### src/rtl/cpu_bus_arbiter_pkg.sv
// Shared definitions for the CPU bus arbiter: state encodings, port indices,
// the per-port command bundle and the tie-break helper.
package cpu_bus_arbiter_pkg;

   localparam logic [1:0] ARB_IDLE    = 2'd0;
   localparam logic [1:0] ARB_GRANT   = 2'd1;
   localparam logic [1:0] ARB_RELEASE = 2'd2;

   localparam logic ARB_PORT_I = 1'b0;
   localparam logic ARB_PORT_D = 1'b1;

   typedef struct packed {
      logic        rw;
      logic [31:0] address;
      logic [31:0] wdata;
   } bus_cmd_t;

   function automatic logic [1:0] port_onehot(input logic port);
      return (port == ARB_PORT_D) ? 2'b10 : 2'b01;
   endfunction

   // On a tie, round-robin hands the bus to whichever port did not win last.
   function automatic logic pick_winner(input logic req_i,
                                        input logic req_d,
                                        input logic last_winner,
                                        input logic round_robin);
      logic winner;
      if (req_i && req_d) begin
         winner = round_robin ? ~last_winner : ARB_PORT_I;
      end else if (req_d) begin
         winner = ARB_PORT_D;
      end else begin
         winner = ARB_PORT_I;
      end
      return winner;
   endfunction

endpackage

### src/rtl/cpu_bus_arbiter.sv
// Two-port arbiter sharing the CPU memory bus between instruction fetch (port 0)
// and the data side (port 1); one owner at a time, one forced idle cycle after each.
module cpu_bus_arbiter
   import cpu_bus_arbiter_pkg::*;
#(
   parameter bit ROUND_ROBIN = 1'b1
) (
   input  logic        i_clock,
   input  logic        i_reset,

   input  logic        i_pa_request,
   input  logic        i_pa_rw,
   input  logic [31:0] i_pa_address,
   input  logic [31:0] i_pa_wdata,
   output logic [31:0] o_pa_rdata,
   output logic        o_pa_ready,

   input  logic        i_pb_request,
   input  logic        i_pb_rw,
   input  logic [31:0] i_pb_address,
   input  logic [31:0] i_pb_wdata,
   output logic [31:0] o_pb_rdata,
   output logic        o_pb_ready,

   output logic        o_bus_request,
   output logic        o_bus_rw,
   output logic [31:0] o_bus_address,
   output logic [31:0] o_bus_wdata,
   input  logic        i_bus_ready,
   input  logic [31:0] i_bus_rdata,

   output logic [1:0]  o_grant
);

   logic [1:0] state;
   logic       last_winner;
   logic       owner;
   logic       owner_request;
   logic       in_grant;
   logic       complete;
   logic       abort;
   logic       winner;
   bus_cmd_t   cmd_i;
   bus_cmd_t   cmd_d;
   bus_cmd_t   owner_cmd;

   assign owner         = o_grant[1];
   assign in_grant      = (state == ARB_GRANT);
   assign owner_request = (owner == ARB_PORT_D) ? i_pb_request : i_pa_request;
   assign complete      = in_grant && owner_request && i_bus_ready;
   assign abort         = in_grant && !owner_request;
   assign winner        = pick_winner(i_pa_request, i_pb_request, last_winner, ROUND_ROBIN);

   assign cmd_i     = '{rw: i_pa_rw, address: i_pa_address, wdata: i_pa_wdata};
   assign cmd_d     = '{rw: i_pb_rw, address: i_pb_address, wdata: i_pb_wdata};
   assign owner_cmd = (owner == ARB_PORT_D) ? cmd_d : cmd_i;

   // An owner that lets go of its request early abandons the transfer; it still
   // passes through RELEASE so the slave sees request low before the next owner.
   always_ff @(posedge i_clock or posedge i_reset) begin
      if (i_reset) begin
         state       <= ARB_IDLE;
         o_grant     <= 2'b00;
         last_winner <= ARB_PORT_D;
      end else begin
         case (state)
            ARB_IDLE: begin
               if (i_pa_request || i_pb_request) begin
                  o_grant <= port_onehot(winner);
                  state   <= ARB_GRANT;
               end
            end
            ARB_GRANT: begin
               if (complete) begin
                  last_winner <= owner;
                  o_grant     <= 2'b00;
                  state       <= ARB_RELEASE;
               end else if (abort) begin
                  o_grant <= 2'b00;
                  state   <= ARB_RELEASE;
               end
            end
            ARB_RELEASE: begin
               state <= ARB_IDLE;
            end
            default: begin
               o_grant <= 2'b00;
               state   <= ARB_IDLE;
            end
         endcase
      end
   end

   // Bus fields and the completion return are purely combinational off the owner.
   always_comb begin
      o_bus_request = 1'b0;
      o_bus_rw      = 1'b0;
      o_bus_address = 32'd0;
      o_bus_wdata   = 32'd0;
      o_pa_ready    = 1'b0;
      o_pa_rdata    = 32'd0;
      o_pb_ready    = 1'b0;
      o_pb_rdata    = 32'd0;
      if (in_grant) begin
         o_bus_request = 1'b1;
         o_bus_rw      = owner_cmd.rw;
         o_bus_address = owner_cmd.address;
         o_bus_wdata   = owner_cmd.wdata;
      end
      if (complete) begin
         if (owner == ARB_PORT_D) begin
            o_pb_ready = 1'b1;
            o_pb_rdata = i_bus_rdata;
         end else begin
            o_pa_ready = 1'b1;
            o_pa_rdata = i_bus_rdata;
         end
      end
   end

   a_grant_not_both : assert property (@(posedge i_clock) disable iff (i_reset)
      o_grant != 2'b11);

   a_ready_exclusive : assert property (@(posedge i_clock) disable iff (i_reset)
      !(o_pa_ready && o_pb_ready));

   a_request_has_owner : assert property (@(posedge i_clock) disable iff (i_reset)
      o_bus_request |-> (o_grant != 2'b00));

endmodule

### config.mk
export PLATFORM = sky130hd
export DESIGN_NAME = cpu_bus_arbiter
export DESIGN_NICKNAME = d
export VERILOG_FILES = /design/src/rtl/cpu_bus_arbiter_pkg.sv /design/src/rtl/cpu_bus_arbiter.sv
export SDC_FILE = /design/constraint.sdc
export NUM_CORES = 1
export LEC_CHECK = 0
export CELL_PAD_IN_SITES_DETAIL_PLACEMENT = 0
export CELL_PAD_IN_SITES_GLOBAL_PLACEMENT = 1
export CORE_ASPECT_RATIO = 0.6
export CORE_MARGIN = 4
export CORE_UTILIZATION = 12
export DETAILED_ROUTE_END_ITERATION = 8
export GPL_TIMING_DRIVEN = 0
export MAX_ROUTING_LAYER = met4
export PLACE_DENSITY_LB_ADDON = 0.12
export SLEW_MARGIN = 20
export SYNTH_ARGS = -nofsm -noshare
export SYNTH_HDL_FRONTEND = slang
export SYNTH_SLANG_ARGS = --single-unit
### constraint.sdc
create_clock -name i_clock -period 2.1 [get_ports i_clock]
set_input_delay 0.63 -clock i_clock [delete_from_list [all_inputs] [get_ports i_clock]]
set_output_delay 0.63 -clock i_clock [all_outputs]
set_load 0.03 [all_outputs]
==> results of run 1 <==
layout by cell type, fill, tap and decap left out, drive strengths merged, types with 2 or more instances in the layout:
cell type and n:
buf 164, clkdlybuf4s50 157, nor2 68, mux2i 66, and2 64, clkbuf 21, dlymetal6s2s 7, inv 6
dfrtp 4, nand2 3, a2111oi 2, a31oi 2, o21ai 2
sequential cells by signal, indices dropped and copies added (netlist names):
| signal | cells |
|---|---|
| o_grant | 2 |
| state | 2 |
| last_winner | 1 |
metrics by stage:
step	cells	hold WS, ns	worst slack (ns)
floorplan	250	0.408	0.0231
global placement	742	0.510	-1.27
detailed placement	742	0.518	-1.29
CTS	752	0.529	-0.137
global route	771	0.543	-0.256
finish	771	0.528	-0.191
final cells by class:
| class | instances | area share |
|---|---|---|
| Timing Repair Buffer | 326 | 0.555 |
| Multi-Input combinational cell | 217 | 0.315 |
| Buffer | 20 | 0.0531 |
| Tap cell | 192 | 0.0387 |
| Sequential cell | 5 | 0.0208 |
| Clock buffer | 4 | 0.0127 |
| Inverter | 6 | 0.00363 |
| Antenna cell | 1 | 0.000404 |
power groups by stage:
stage,Sequential [uW],Clock (uW),Combinational [uW]
CTS,197,326,5050
detailed placement,205,0,4800
floorplan,224,0,2850
global placement,202,0,4800
global route,206,335,6720
finish,200,323,6400
kinds of logic (layout without fill, tap and decap cells):
| group | count (synthesis) | after routing |
|---|---|---|
| AOI/OAI and AO/OA | 12 | 12 |
| buffers and inverters | 28 | 356 |
| DFF | 5 | 5 |
| muxes | 66 | 66 |
| other | 0 | 1 |
| and+or+nand+nor | 139 | 139 |
layer usage:
layer | wire [um] | part of all wire | vias up
met1 | 4650 | 0.37 | 1358
met5 | 0 | 0 | -
li1 | - | - | 1481
met4 | 135 | 0.011 | 0
met2 | 6480 | 0.52 | 155
met3 | 1140 | 0.092 | 11
path summary, 6_finish.rpt:
| path | start | end | slack (ns) |
|---|---|---|---|
| worst max-delay path | i_pa_request | o_pa_rdata[29] | -0.19 |
| worst max register to register | o_grant[1] | o_grant[0] | 0.76 |
| max in group asynchronous | i_reset | last_winner | 1.22 |
| worst min-delay path | o_grant[0] | o_grant[0] | 0.53 |
| min in group asynchronous | i_reset | o_grant[0] | 0.63 |
| worst min register to register | o_grant[0] | o_grant[0] | 0.53 |
timing repair:
action                     4_1_cts  5_1_grt
buffers inserted                 4       10
pin swaps                        3       31
setup endpoints to repair      132      130
cloned                           2       10
resized for setup              920      180
hold buffers                     0        0
worst reg2reg max path, cell delays in order, from the launching register on:
cell                      delay [ns]
sky130_fd_sc_hd__dfrtp_2        0.40
sky130_fd_sc_hd__buf_8          0.14
sky130_fd_sc_hd__buf_4          0.13
sky130_fd_sc_hd__mux2i_1        0.23
sky130_fd_sc_hd__nor4_1         0.08
sky130_fd_sc_hd__a211o_1        0.23
==> flow_summary.json, run 1 <==
{
  "grt_most_used_layer": "met2",
  "drt-initial-drc-count": 56,
  "power.internal_uw": 3570,
  "synthXorXnorAreaFrac": 0,
  "yosysTopAreaCellShare": 0.380,
  "clock_sink_count": 5,
  "global_route.usage.total": 0.128,
  "post-route-drc-count": 0,
  "failed_checks": "setup timing",
  "grt_pass1_wl_um": 16400,
  "yosys.cell_types.count": 25,
  "hold_critical_path_depth": 1,
  "net-switching-power_uw": 3350,
  "synth-simple-area-share": 0.407,
  "number_of_global_route_vias_before_repair": 2971,
  "criticalPathCategory": "input port to output pin",
  "synth.mux.area_fraction": 0.380,
  "via_per_inst": 3.90,
  "num_vias": 3005,
  "finalNetCount": 746,
  "seq_power_share": 0.029,
  "fin_crit_ns": 2.29,
  "finished_core_util": 0.446,
  "yosysWarningCount": 0,
  "cp.buffers_inverters": 4,
  "most_numerous_cell_in_the_yosys_netlist": "sky130_fd_sc_hd__nor2_1",
  "synthesis.nets": 417,
  "grt_use_met2": 0.235,
  "later_pin_clock_latency_in_the_skew_report_ns": 0.23,
  "postRouteAntennaNets": 0,
  "fillerInstances": 1378,
  "avgRoutedWirePerCell_um": 16.1,
  "cpMaxStageDelayCell": "sky130_fd_sc_hd__nor3_4",
  "tritoncts.num_buffers": 3,
  "comb_power_share": 0.924,
  "synth_top_family_by_area": "simple AND/OR/NAND/NOR gates",
  "multiInputGateArea_sq_um": 1960,
  "netlist_area_sq_um": 1740,
  "cts.clk_slew.worst_paths_ns": 0.03,
  "slew_headroom": 0.728,
  "fin_total_pwr_uw": 6920,
  "layout-drive-gt1-share": 0.516,
  "synth_largest_area_cell": "sky130_fd_sc_hd__mux2i_1",
  "reported_max_cap_violation_count": 0,
  "worst-path-max-fanout": 6,
  "global_route.usage.met1": 0.143,
  "grt_antenna_before_repair": 1,
  "r2r_cells": 5,
  "fin_tns_setup_ns": -7.95,
  "placementRows": 33,
  "critPathCaptureType": "output pin",
  "die_footprint_sq_um": 16600,
  "synthArstFlopShare": 1.00,
  "post_synth.cell_area_avg_sq_um": 6.96,
  "worst_setup_margin_ns": -0.191,
  "synthFlopType": "sky130_fd_sc_hd__dfrtp_1",
  "final-seq-area_sq_um": 129,
  "start_kind": "input port",
  "core-area_sq_um": 13900,
  "clockBufferDepth": 2,
  "report.final.setup_viol": 95,
  "synthesis.instances": 250,
  "power.share.clock": 0.047,
  "grt_max_degree": 11,
  "hold_viol": 0,
  "clock_skew_ns": 0.000706,
  "status": "complete, but fails checks",
  "power_per_unit_of_standard_cell_area_nw_per_um2": 1120,
  "fmax_mhz": 437,
  "synth_compound_gate_area_share": 0.0503,
  "floorplan.initialDensity": 0.125,
  "hold_class": "register to register",
  "tritoncts": "yes",
  "clk_root_buffer_cell": "sky130_fd_sc_hd__clkbuf_16",
  "leakage_uw": 0.00267,
  "cts-htree-levels": 1,
  "syn2layout_area_growth_pct": 256,
  "port_buffers": 300,
  "gr-total-overflow": 0,
  "final_design_area_no_fill_sq_um": 6200,
  "swShare": 0.484,
  "vdd_ir_drop_max_uv": 577,
  "yosys.area_share.adder": 0,
  "timing.critical_path.cells": "clkbuf_4 > nand2_2 > nor3_4 > buf_12 > clkbuf_16 > and2_1 > buf_6",
  "critPathTopFamily": "buffers and inverters",
  "worst_ep_arrival_time_ns": 1.66,
  "floorplan.die.width_um": 163,
  "grt_setup_unrepaired": "true",
  "detailed_route_wire_length_um": 12400,
  "delay_of_the_slowest_cell_on_the_worst_path_ns": 0.23,
  "met3_track_demand_over_resource_in_global_routing": 0.0362,
  "post_synth_main_area_contributors": "sky130_fd_sc_hd__mux2i_1 38%, sky130_fd_sc_hd__and2_1 23%, sky130_fd_sc_hd__nor2_1 14%",
  "dieHeight_um": 101,
  "synth_enable_flop_cells": 0,
  "place.gp.congestion": 0.739,
  "dr.pass1.iters": 4,
  "fin_crit_sh": 1.09,
  "synth_sequential_area_ratio": 0.0726,
  "synth_seq_cells": 5,
  "critPathRequiredTime_ns": 1.47,
  "postPlaceCellArea_sq_um": 5070,
  "num_io_pins": 301,
  "timing_worst_slew_pin_value_ns": 0.398,
  "dpl.hpwl_um": 10200,
  "post_synth_most_frequent_cells": "67 x sky130_fd_sc_hd__nor2_1, 66 x sky130_fd_sc_hd__mux2i_1, 64 x sky130_fd_sc_hd__and2_1, 9 x sky130_fd_sc_hd__buf_2, 6 x sky130_fd_sc_hd__inv_1",
  "cp.depth": 7,
  "slew_violations": 0
}
Power figures use the tool's default switching activity.
==> run 2, diff against run 1 <==
--- a/config.mk
+++ b/config.mk
@@ -11,9 +11,9 @@
 export CORE_MARGIN = 4
 export CORE_UTILIZATION = 12
 export DETAILED_ROUTE_END_ITERATION = 8
-export GPL_TIMING_DRIVEN = 0
 export MAX_ROUTING_LAYER = met4
 export PLACE_DENSITY_LB_ADDON = 0.12
+export SETUP_SLACK_MARGIN = 0.1
 export SLEW_MARGIN = 20
 export SYNTH_ARGS = -nofsm -noshare
 export SYNTH_HDL_FRONTEND = slang
==> flow_summary.json, run 2 (synthesis results as in run 1) <==
{
  "timing_worst_slew_pin_value_ns": 0.413,
  "layout_top_registers": "o_grant (2), state (2), last_winner (1)",
  "hold_ws_ns": 0.526,
  "fin_total_pwr_uw": 6880,
  "criticalPathCategory": "register to output pin",
  "critPathCaptureType": "output pin",
  "final_design_area_no_fill_sq_um": 6270,
  "start_kind": "register",
  "most-common-layout-cells": "160 x sky130_fd_sc_hd__clkdlybuf4s50_1, 104 x sky130_fd_sc_hd__buf_6, 59 x sky130_fd_sc_hd__nor2_2",
  "dp_worst_setup_slack_ns": -0.497,
  "clk_root_buffer_cell": "sky130_fd_sc_hd__clkbuf_16",
  "layout-drive-gt1-share": 0.602,
  "cp.buffers_inverters": 4,
  "gr-total-overflow": 0,
  "port_buffers": 300,
  "floorplan.die.width_um": 163,
  "finalNetCount": 743,
  "place.gp.congestion": 0.785,
  "leakage_uw": 0.00264,
  "grt_setup_unrepaired": "true",
  "timing.critical_path.cells": "nand2b_4 > nor2_4 > buf_6 > buf_6 > buf_16 > and2_4 > buf_6",
  "hold_critical_path_depth": 2,
  "worst_ep_arrival_time_ns": 1.58,
  "cts.clk_slew.worst_paths_ns": 0.03,
  "worst_hold_path.endpoint": "last_winner",
  "critPathRequiredTime_ns": 1.47,
  "grt_max_degree": 24,
  "worst-path-max-fanout": 8,
  "internal_reg_to_reg_setup_slack_ns": 0.65,
  "hold_class": "register to register",
  "num_io_pins": 301,
  "clock_sink_count": 5,
  "hold_viol": 0,
  "floorplan.initialDensity": 0.125,
  "vdd_ir_drop_max_uv": 544,
  "slew_violations": 0,
  "dr.pass1.iters": 4,
  "power_per_unit_of_standard_cell_area_nw_per_um2": 1100,
  "clock_skew_ns": 0.00168,
  "critical_path.reg2reg.endpoint": "o_grant[0]",
  "critical_r2r_launch": "o_grant[1]",
  "layout_commonest_cell": "sky130_fd_sc_hd__clkdlybuf4s50_1",
  "clockBufferDepth": 2,
  "fin_crit_ns": 2.21,
  "syn2layout_area_growth_pct": 260,
  "dieHeight_um": 101,
  "cpMaxStageDelayCell": "sky130_fd_sc_hd__dfrtp_1",
  "via_per_inst": 3.98,
  "dpl.hpwl_um": 9380,
  "r2r_cells": 5,
  "failed_checks": "setup timing",
  "drt-initial-drc-count": 87,
  "num_vias": 3049,
  "cp.depth": 7,
  "core-area_sq_um": 13900,
  "grt_pass1_wl_um": 17900,
  "reported_max_cap_violation_count": 0,
  "grt_most_used_layer": "met2",
  "worst_setup_margin_ns": -0.112,
  "tritoncts.num_buffers": 3,
  "tritoncts": "yes",
  "die_footprint_sq_um": 16600,
  "number_of_global_route_vias_before_repair": 3101,
  "report.final.setup_viol": 102,
  "postPlaceCellArea_sq_um": 5010,
  "hold_path_startpoint": "last_winner",
  "fin_crit_sh": 1.05,
  "grt_antenna_before_repair": 0,
  "slew_headroom": 0.717,
  "met3_track_demand_over_resource_in_global_routing": 0.0252,
  "avgRoutedWirePerCell_um": 17.6,
  "critPathTopFamily": "simple AND/OR/NAND/NOR gates",
  "postRouteAntennaNets": 0,
  "later_pin_clock_latency_in_the_skew_report_ns": 0.23,
  "cts-htree-levels": 1,
  "post-route-drc-count": 0,
  "timing.critical_path.mode_cell": "sky130_fd_sc_hd__buf_6",
  "detailed_route_wire_length_um": 13500,
  "status": "complete, but fails checks",
  "grt_use_met2": 0.248,
  "placementRows": 33,
  "antennaDiodeCount": 0,
  "global_route.usage.total": 0.143,
  "global_route.usage.met1": 0.176,
  "fmax_mhz": 452,
  "delay_of_the_slowest_cell_on_the_worst_path_ns": 0.37
}
## run 2: power breakdown
group	total (uW)	switching [uW]	internal, uW
clock	317	65.1	252
combinational	6340	3210	3130
sequential	220	62.5	157
total	6880	3340	3540
## run 2: final cells by class
| cell class | count | area, sq um |
|---|---|---|
| Fill cell | 1353 | 7640 |
| Tap cell | 192 | 240 |
| Timing Repair Buffer | 343 | 3870 |
| Sequential cell | 5 | 130 |
| Inverter | 6 | 22.5 |
| Clock buffer | 4 | 78.8 |
| Multi-Input combinational cell | 217 | 1930 |
## run 2: worst reg2reg max path, delay by kind of cell, from the launching register on
kind                   cells  cell delay (ns)
DFF                        1             0.47
buffers and inverters      2             0.32
muxes                      1             0.25
AOI/OAI and AO/OA          1             0.22
and+or+nand+nor            1             0.08
## run 2: per-layer routing
metal	wire length, um	vias to the layer above
met1	5750	1410
met3	913	14
met5	0	-
met2	6630	151
met4	207	0
li1	-	1474
## run 2: through the flow
stage               std cells  utilization  setup TNS, ns
finish                    767        0.451          -5.85
global route              767        0.451         -12.82
CTS                       761        0.428         -12.25
detailed placement        734        0.360         -30.03
global placement          734        0.360         -29.36
floorplan                 250            -              0
## run 2: worst max-delay path by stage
stage | startpoint | endpoint
after floorplan | state[1] | o_pa_rdata[27]
after global placement | i_bus_ready | o_pa_rdata[10]
after detailed placement | i_bus_ready | o_pa_rdata[9]
after CTS | i_bus_ready | o_pb_rdata[12]
after global routing | state[1] | o_pa_rdata[31]
final | state[1] | o_pb_rdata[15]
## run 2: what timing repair did
item	in CTS	in global routing
resized for setup	174	73
gates cloned	10	5
pin swaps	49	15
endpoints found under the setup margin	132	132
buffers inserted	13	6
hold buffers	0	0
